**src/rtl/clkdiv_bank_if.sv**
```systemverilog
// -----------------------------------------------------------------------------
// clkdiv_bank_if
// Control/status bundle for the clkdiv_bank divider bank.
//   en      : per-channel run enable
//   mode    : per-channel mode, 0 = square toggle, 1 = single-cycle tick
//   sync    : global phase-align restart strobe
//   wr_en   : reload register write strobe
//   wr_ch   : channel index for write and read-back
//   wr_data : reload value to write
//   rd_data : read-back of reload register wr_ch (0 for a non-existent channel)
//   clk_out : per-channel square outputs
//   tick    : per-channel single-cycle enable pulses
// master = controller side, slave = divider bank side.
// -----------------------------------------------------------------------------
interface clkdiv_bank_if #(
    parameter int CH = 4,
    parameter int CW = 28
);
    logic [CH-1:0] en;
    logic [CH-1:0] mode;
    logic          sync;
    logic          wr_en;
    logic [3:0]    wr_ch;
    logic [CW-1:0] wr_data;
    logic [CW-1:0] rd_data;
    logic [CH-1:0] clk_out;
    logic [CH-1:0] tick;

    modport master (
        output en, mode, sync, wr_en, wr_ch, wr_data,
        input  rd_data, clk_out, tick
    );

    modport slave (
        input  en, mode, sync, wr_en, wr_ch, wr_data,
        output rd_data, clk_out, tick
    );
endinterface

```
**src/rtl/clkdiv_bank.sv**
```systemverilog
// -----------------------------------------------------------------------------
// clkdiv_bank
// Bank of CH independent programmable dividers / tick generators.
// Each channel counts its reload value down to zero; reaching zero is an
// "event" that reloads the counter and either toggles clk_out (mode 0) or
// raises tick for one cycle (mode 1). Events repeat every reload+1 cycles.
//   clk : system clock, all logic on rising edge
//   rst : asynchronous active-high reset
//   bus : clkdiv_bank_if slave modport (enables, modes, sync, reload
//         write/read port, clk_out and tick outputs)
// -----------------------------------------------------------------------------
module clkdiv_bank #(
    parameter int CH     = 4,
    parameter int CW     = 28,
    parameter int CLK_HZ = 50000000,
    parameter int DEF_HZ = 2
) (
    input  logic          clk,
    input  logic          rst,
    clkdiv_bank_if.slave  bus
);

    localparam logic [CW-1:0] DEF_RELOAD = CW'(CLK_HZ / (2 * DEF_HZ) - 1);

    logic [CW-1:0] reload_q [CH];
    logic [CW-1:0] reload_d [CH];
    logic [CW-1:0] cnt_q    [CH];
    logic [CW-1:0] cnt_d    [CH];
    logic [CH-1:0] clk_out_q, clk_out_d;
    logic [CH-1:0] tick_q, tick_d;
    logic [CH-1:0] wr_hit;

    always_comb begin
        for (int c = 0; c < CH; c++) begin
            // Full 4-bit compare so indices >= CH never alias onto a channel.
            wr_hit[c]    = bus.wr_en && (bus.wr_ch == 4'(c));
            reload_d[c]  = wr_hit[c] ? bus.wr_data : reload_q[c];
            cnt_d[c]     = cnt_q[c];
            clk_out_d[c] = clk_out_q[c];
            tick_d[c]    = 1'b0;

            if (bus.sync) begin
                // Restart overrides everything; a same-edge write is bypassed
                // straight into the counter so the new period starts at once.
                cnt_d[c]     = wr_hit[c] ? bus.wr_data : reload_q[c];
                clk_out_d[c] = 1'b0;
            end else if (bus.en[c]) begin
                if (cnt_q[c] == '0) begin
                    // Reload from the register value before any same-edge write.
                    cnt_d[c] = reload_q[c];
                    if (bus.mode[c]) begin
                        tick_d[c] = 1'b1;
                    end else begin
                        clk_out_d[c] = ~clk_out_q[c];
                    end
                end else begin
                    cnt_d[c] = cnt_q[c] - CW'(1);
                end
            end
        end
    end

    always_ff @(posedge clk or posedge rst) begin
        if (rst) begin
            for (int c = 0; c < CH; c++) begin
                reload_q[c] <= DEF_RELOAD;
                cnt_q[c]    <= DEF_RELOAD;
            end
            clk_out_q <= '0;
            tick_q    <= '0;
        end else begin
            for (int c = 0; c < CH; c++) begin
                reload_q[c] <= reload_d[c];
                cnt_q[c]    <= cnt_d[c];
            end
            clk_out_q <= clk_out_d;
            tick_q    <= tick_d;
        end
    end

    always_comb begin
        bus.rd_data = '0;
        for (int c = 0; c < CH; c++) begin
            if (bus.wr_ch == 4'(c)) begin
                bus.rd_data = reload_q[c];
            end
        end
    end

    assign bus.clk_out = clk_out_q;
    assign bus.tick    = tick_q;

endmodule

```
**src/flat_wrapper.sv**
```systemverilog
// flat-port wrapper written by rule: the top's interface ports become plain ports
module clkdiv_bank_flat 
#(
    parameter int CH     = 4,
    parameter int CW     = 28,
    parameter int CLK_HZ = 50000000,
    parameter int DEF_HZ = 2
)
  (clk, rst, bus_en, bus_mode, bus_sync, bus_wr_en, bus_wr_ch, bus_wr_data, bus_rd_data, bus_clk_out, bus_tick);
  clkdiv_bank_if #(.CH(CH), .CW(CW)) bus_i ();
  input  logic clk;
  input  logic rst;
  input wire logic [$bits(bus_i.en)-1:0] bus_en;
  input wire logic [$bits(bus_i.mode)-1:0] bus_mode;
  input wire logic [$bits(bus_i.sync)-1:0] bus_sync;
  input wire logic [$bits(bus_i.wr_en)-1:0] bus_wr_en;
  input wire logic [$bits(bus_i.wr_ch)-1:0] bus_wr_ch;
  input wire logic [$bits(bus_i.wr_data)-1:0] bus_wr_data;
  output wire logic [$bits(bus_i.rd_data)-1:0] bus_rd_data;
  output wire logic [$bits(bus_i.clk_out)-1:0] bus_clk_out;
  output wire logic [$bits(bus_i.tick)-1:0] bus_tick;
  assign bus_i.en = bus_en;
  assign bus_i.mode = bus_mode;
  assign bus_i.sync = bus_sync;
  assign bus_i.wr_en = bus_wr_en;
  assign bus_i.wr_ch = bus_wr_ch;
  assign bus_i.wr_data = bus_wr_data;
  assign bus_rd_data = bus_i.rd_data;
  assign bus_clk_out = bus_i.clk_out;
  assign bus_tick = bus_i.tick;
  clkdiv_bank #(.CH(CH), .CW(CW), .CLK_HZ(CLK_HZ), .DEF_HZ(DEF_HZ)) u_core (.clk(clk), .rst(rst), .bus(bus_i));
endmodule
```
**config.mk**
```make
export PLATFORM = sky130hd
export DESIGN_NAME = clkdiv_bank_flat
export DESIGN_NICKNAME = d
export VERILOG_FILES = /design/src/rtl/clkdiv_bank_if.sv /design/src/rtl/clkdiv_bank.sv /design/src/flat_wrapper.sv
export SDC_FILE = /design/constraint.sdc
export NUM_CORES = 1
export LEC_CHECK = 0
export BUFFER_PORTS_ARGS = -buffer_cell sky130_fd_sc_hd__buf_2
export CAP_MARGIN = 10
export CELL_PAD_IN_SITES_DETAIL_PLACEMENT = 0
export CELL_PAD_IN_SITES_GLOBAL_PLACEMENT = 1
export CORE_ASPECT_RATIO = 0.5
export CORE_UTILIZATION = 44
export CTS_CLUSTER_SIZE = 30
export DETAILED_ROUTE_END_ITERATION = 10
export PLACE_DENSITY_LB_ADDON = 0.3
export SLEW_MARGIN = 10
export SYNTH_ARGS = -nofsm -noshare
export SYNTH_HDL_FRONTEND = slang
export SYNTH_SLANG_ARGS = --single-unit
```
**constraint.sdc**
```tcl
create_clock -name clk -period 7.5 [get_ports clk]
set_input_delay 1.5 -clock clk [delete_from_list [all_inputs] [get_ports clk]]
set_output_delay 1.5 -clock clk [all_outputs]
set_load 0.02 [all_outputs]
```
* After elaboration in Yosys (flattened, before gate mapping)
Index checks and enable logic that the tools add are counted.
** Storage, ports and cells
- Register bits after elaboration :: 232
- Bits in latches :: 0
- Memory bits (writable) :: 0
- ROM bits :: 0
- Input bits :: 44
- Output and inout bits :: 36
- Word-level logic and storage cells :: 101
- Memories :: 0
** Operators by class
- Add/sub/neg operators :: 4
- Multiply operators :: 0
- Div/mod/pow operators :: 0
- $lt $le $gt $ge :: 0
- Eq/ne operators :: 7
- Shift-type cells :: 0
- Multiplexer cells :: 52
- Bitwise logic cells :: 4
- Reduce and logical (&&, ||, !) cells :: 21
** Operators with widths (count)
- two-way mux 28 bit :: 20
- logical NOT 28 bit :: 4
- subtractor 28 x 1 -> 28 bit (second input constant) :: 4
- two-way mux 1 bit :: 32
- nonzero test 2 bit :: 8
- AND reduction 3 bit :: 4
- == test 4 x 2 -> 1 bit (second input constant) :: 2
- inequality test 2 x 1 -> 1 bit (second input constant) :: 4
- == test 4 x 1 -> 1 bit (second input constant) :: 1
- logical AND 1 bit :: 4
- logical NOT 4 bit :: 1
- inverter 1 bit :: 4

* Longest topological paths before layout
- Depth in word-level cells :: 5
- Depth in mapped cells :: 9
- Depth with buffers taken out :: 7

* Worst setup path before layout
No wires, ideal clock.
- Kind :: input to output
- From :: in bus_wr_ch[1]
- To :: out bus_rd_data[20]
- Arrival time :: 3232 ps
- Data required time :: 6000 ps
- Setup slack :: 2768 ps
- Cell stages on the path :: 5
- Buffers on the path :: 3
- Cells stage by stage :: buf_1 > clkbuf_1 > buf_2 > mux4_2 > nor2b_1
** On the way
- Cells in the longest elaborated chain, start to end :: 5
- Elaborated cells on any way between the ends :: 8
- Classes of those cells :: eq/ne: 3; mux: 4; reduce/logical: 1
** Ends and longest elaborated chain
- start, declared :: line flat_wrapper.sv:17 : input wire logic [$bits(bus_i.wr_ch)-1:0] bus_wr_ch;
- logical NOT 4 bit :: line clkdiv_bank.sv:84 : if (bus.wr_ch == 4'(c)) begin
- two-way mux 28 bit (3 in a row) :: line clkdiv_bank.sv:84
- two-way mux 28 bit (*) :: line clkdiv_bank.sv:84
- end, declared :: line flat_wrapper.sv:19 : output wire logic [$bits(bus_i.rd_data)-1:0] bus_rd_data;
Mark *: on every way between the ends. The rest lies on a longest branch, timed or not.

* Worst setup path in the final report
- From :: in bus_wr_ch[0]
- To :: out bus_rd_data[13]
The elaborated chain is that of the path after synthesis.

==> results <==
- The final net count is 1472.
- The minimum clock period after layout is 4.60 ns.
- After synthesis, the mean cell area works out to 10.0 µm².
- The number of nets in the synthesized netlist is 1459.
- Setup violations remaining at the end of the flow were counted as 0.
- In the routed design, unresolved DRC markers number 0.
- The count of buffers added by post-CTS timing repair for setup is 0.
- TritonCTS built the clock tree.
- Traced cell by cell, the critical path runs through buf_2 -> mux4_2 -> nor2b_1 -> buf_2.
- The category of the most critical setup path is input port to output port.
- The die covers 32800 µm².
- In this run the deepest clock path goes through 3 buffers.
- In this run the remaining antenna-violating nets after routing total 0.
- Of the total power, the share spent switching nets is 0.337.
- The number of global-route vias before repair is 11400.
- The dominant synthesized flop cell is sky130_fd_sc_hd__dfstp_2.
- The starting utilization of the core area is 0.455.
- The flow ran to the end, and the final reports show no timing, DRC or antenna violations.
- The TritonCTS sink count is 232.
- Of the total power, registers draw 0.471.
- Setup repair after global routing left no endpoint under its margin.
- The dominant delay contributor by cell family on the critical path is buffers and inverters.
- For this run, the detailed router's first-pass iteration total came to 5.
- The post-CTS clock slew at the launch and capture registers of the worst setup and hold paths is 0.06 ns.
- The most numerous cell type found on the critical path is sky130_fd_sc_hd__buf_2.
- The net switching power is 1.44 mW.
- The deepest level of the CTS H-tree is 1.
- The pin count of the biggest net entering global routing is 143.
- Clock latency on the worst-skew pair, taken at its later pin, is 0.53 ns.
- The maximum fanout encountered on the critical timing path is 32.
- For this run, the total global-route usage over all layers was measured as 0.290.
- After routing, the total negative slack on setup checks comes to 0 ns.
- In the synthesized netlist, the number of instances is 1407.
- The sum of internal, switching and leakage power is 4.27 mW.
- The area growth from synthesis to layout is 10.2%.
- The worst slew slack as a fraction of its limit is 0.194.
- Summed over all instances, the cell type with the most area after synthesis is sky130_fd_sc_hd__dfstp_2.
- The sort of element at the start of the critical path is an input port.
- The height of the die is 128 µm.
- The proportion of layout cells with a drive suffix above 1 is 0.299.
- Hold is met by 0.486 ns.
- The maximum VDD drop is 0.000179 V.
- The internal power of the cells is 2.83 mW.
- The met2 track demand over resource is 0.414.
- The maximum single-stage delay on the critical path is 0.63 ns.
- The met3 routing resource usage after global routing is 0.0662.
- The worst hold path class is flop to flop.
- The relative contribution of combinational cells to total power is 0.234.
- The wire length of the first global-routing pass is 72100 µm.
- The warning count from the yosys run is 0.
- Detailed placement ended at an HPWL of 33300 µm.
- Yosys mapped a number of flops with a built-in enable equal to 0.
- The highest achievable clock rate is 217 MHz.
- The overall routed net length is 47000 µm.
- In this run the clock root is driven by a sky130_fd_sc_hd__clkbuf_16.
- The data arrival time at the worst-slack endpoint is 3.10 ns.
- Post-CTS repair changed the size of 0 cells.
- The most frequent cell after synthesis is sky130_fd_sc_hd__dfstp_2.
- The number of ports placed on the die boundary is 80.
- The floorplan step set the die width to 255 µm.
- The worst setup path is captured at an output port.
- The cell area after technology mapping is 14100 µm².
- Counting flops with an async set or reset pin after synthesis yields a share of 1.00.
- The count of unique library cells instantiated by Yosys is 76.
- The number of hold buffers added after cts is 0.
- The post-synthesis sequential element count is 232.
- The critical path data required time is 6.00 ns.
- Of the synthesized area, sequential elements account for 0.424.
- Ranked by instance count, the synthesized netlist is headed by sky130_fd_sc_hd__dfstp_2 (128), sky130_fd_sc_hd__mux2_2 (113), sky130_fd_sc_hd__dfrtp_1 (104).
- The power density normalized to cell area is 275 nW/µm².
- The count of routing violations after the opening detailed-route iteration is 1220.
- The final antenna diode count is 0.
- Across the routed clock network, the largest skew measured is 0.0105 ns.
- The count of standard-cell rows is 45.
- In the routed layout, each cell is associated on average with a via count of 6.48.
- After detailed routing, the average wire length per cell comes to 25.3 µm.
- Routability-driven placement finished with a final weighted congestion of 0.942.
- The number of hold violations in the final report is 0.
- The number of pins exceeding their max-slew limit in the final report is 0.
- The final route contains 12100 vias.
- The part of the total power dissipated in the clock network is 0.295.
- The tool flagged a number of max-cap violations equal to 0.
- The initial antenna violation count is 7.
- The static leakage is 6.12 nW.
- Summed over all layers, the global routing overflow is 0.
- The area of the core is 30900 µm².
- In the post-synthesis netlist, the biggest area contributors are sky130_fd_sc_hd__dfstp_2 (24%), sky130_fd_sc_hd__dfrtp_1 (18%), sky130_fd_sc_hd__mux2_2 (9.0%).
- The number of buffer and inverter instances along the worst setup path is 2.
- The post-route fraction of the period consumed by the critical path is 0.613.
- The global routing stage identified its most utilized layer as met1.
- The number of buffers created by CTS is 23.
- The share of synthesized area in the top cell type comes to 0.239.
- For met1 alone, demand over resource in global routing was 0.449.
- The master of the slowest instance on the critical path is sky130_fd_sc_hd__buf_2.
- The count of buffers from port buffering is 79.
- The transition time at the pin with the least slew margin is 1.20 ns.
-- cell type report --
| cell class | count | area [µm²] |
|---|---|---|
| inverters | 23 | 90.1 |
| flip-flops and latches | 232 | 5970 |
| fillers | 2814 | 15400 |
| multi-input cells | 1046 | 7610 |
| clock inverters | 7 | 119 |
| well taps | 423 | 529 |
| repair buffers | 94 | 523 |
| clock buffers | 34 | 677 |
-- per-stage QoR --
step                      setup slack (ns)   util  instance area [µm²]  instances
after global routing                  2.78  0.502                15500       1859
after detailed placement              2.88  0.476                14700       1818
after CTS                             2.88  0.502                15500       1859
after global placement                2.90  0.476                14700       1818
after floorplan                       2.77      -                14100       1407
final                                 2.90  0.502                15500       1859
-- placed cells by master (no fill, tap or decap), types with 21 or more instances in the layout --
| cell | instances |
|---|---|
| sky130_fd_sc_hd__dfstp_2 | 128 |
| sky130_fd_sc_hd__mux2_2 | 113 |
| sky130_fd_sc_hd__dfrtp_1 | 104 |
| sky130_fd_sc_hd__nor2_1 | 99 |
| sky130_fd_sc_hd__o21ai_0 | 78 |
| sky130_fd_sc_hd__buf_2 | 78 |
| sky130_fd_sc_hd__a21oi_1 | 71 |
| sky130_fd_sc_hd__nor3_1 | 70 |
| sky130_fd_sc_hd__nand2_1 | 46 |
| sky130_fd_sc_hd__nor4_1 | 41 |
| sky130_fd_sc_hd__and3_1 | 40 |
| sky130_fd_sc_hd__mux2i_1 | 36 |
| sky130_fd_sc_hd__xnor2_1 | 36 |
| sky130_fd_sc_hd__nand3_1 | 34 |
| sky130_fd_sc_hd__or3_1 | 33 |
| sky130_fd_sc_hd__o22ai_1 | 32 |
| sky130_fd_sc_hd__nor2b_1 | 31 |
| sky130_fd_sc_hd__mux4_2 | 28 |
| sky130_fd_sc_hd__clkbuf_16 | 23 |
| sky130_fd_sc_hd__inv_1 | 21 |
-- final timing paths --
check                            startpoint                  to  slack [ns]  cells after the start
max in group asynchronous               rst    u_core.cnt_q[90]        5.22                      3
min in group asynchronous               rst  u_core.bus.tick[0]        1.06                      2
setup reg to reg            u_core.cnt_q[7]    u_core.cnt_q[10]        3.99                      5
hold reg to reg            u_core.cnt_q[51]    u_core.cnt_q[51]        0.49                      2
setup / recovery               bus_wr_ch[0]     bus_rd_data[13]        2.90                      4
hold / removal             u_core.cnt_q[51]    u_core.cnt_q[51]        0.49                      2
-- cell families (layout without fill, tap and decap cells) --
logic type                 Yosys count  in the layout  share of synthesized area
and+or+nand+nor                    492            492                      0.193
buffers and inverters              129            158                     0.0369
AOI/OAI and AO/OA                  318            318                      0.146
muxes                              177            177                      0.161
xor gates and xnor gates            51             51                     0.0317
DFF                                232            232                      0.424
adders and majority gates            8              8                    0.00711
-- routing by layer --
layer | routed length (µm) | vias up
li1 | - | 5343
met1 | 21700 | 6162
met2 | 19900 | 494
met3 | 4620 | 52
met4 | 647 | 4
met5 | 32 | -
-- sequential cells by signal, indices dropped and copies added, names as in the netlist --
name	count
u_core.cnt_q	112
u_core.bus.tick	4
u_core.reload_q	112
u_core.bus.clk_out	4
-- worst reg2reg max path, stage by stage (launching register included) --
cell and delay, ns:
sky130_fd_sc_hd__dfrtp_1 0.42, sky130_fd_sc_hd__nor3_1 0.62, sky130_fd_sc_hd__nand4_1 0.69, sky130_fd_sc_hd__nor3_2 1.16, sky130_fd_sc_hd__o21ai_0 0.26, sky130_fd_sc_hd__a22oi_1 0.26
-- power by group through the flow --
stage	registers [mW]	logic [mW]	clock network [mW]
2_1_floorplan	1.81	0.788	0
3_3_place_gp	2.00	0.967	0
3_5_place_dp	2.00	0.988	0
4_1_cts	1.99	0.995	1.27
5_1_grt	2.03	1.09	1.33
6_report	2.01	1.00	1.26
(Power assumes the default switching activity.)
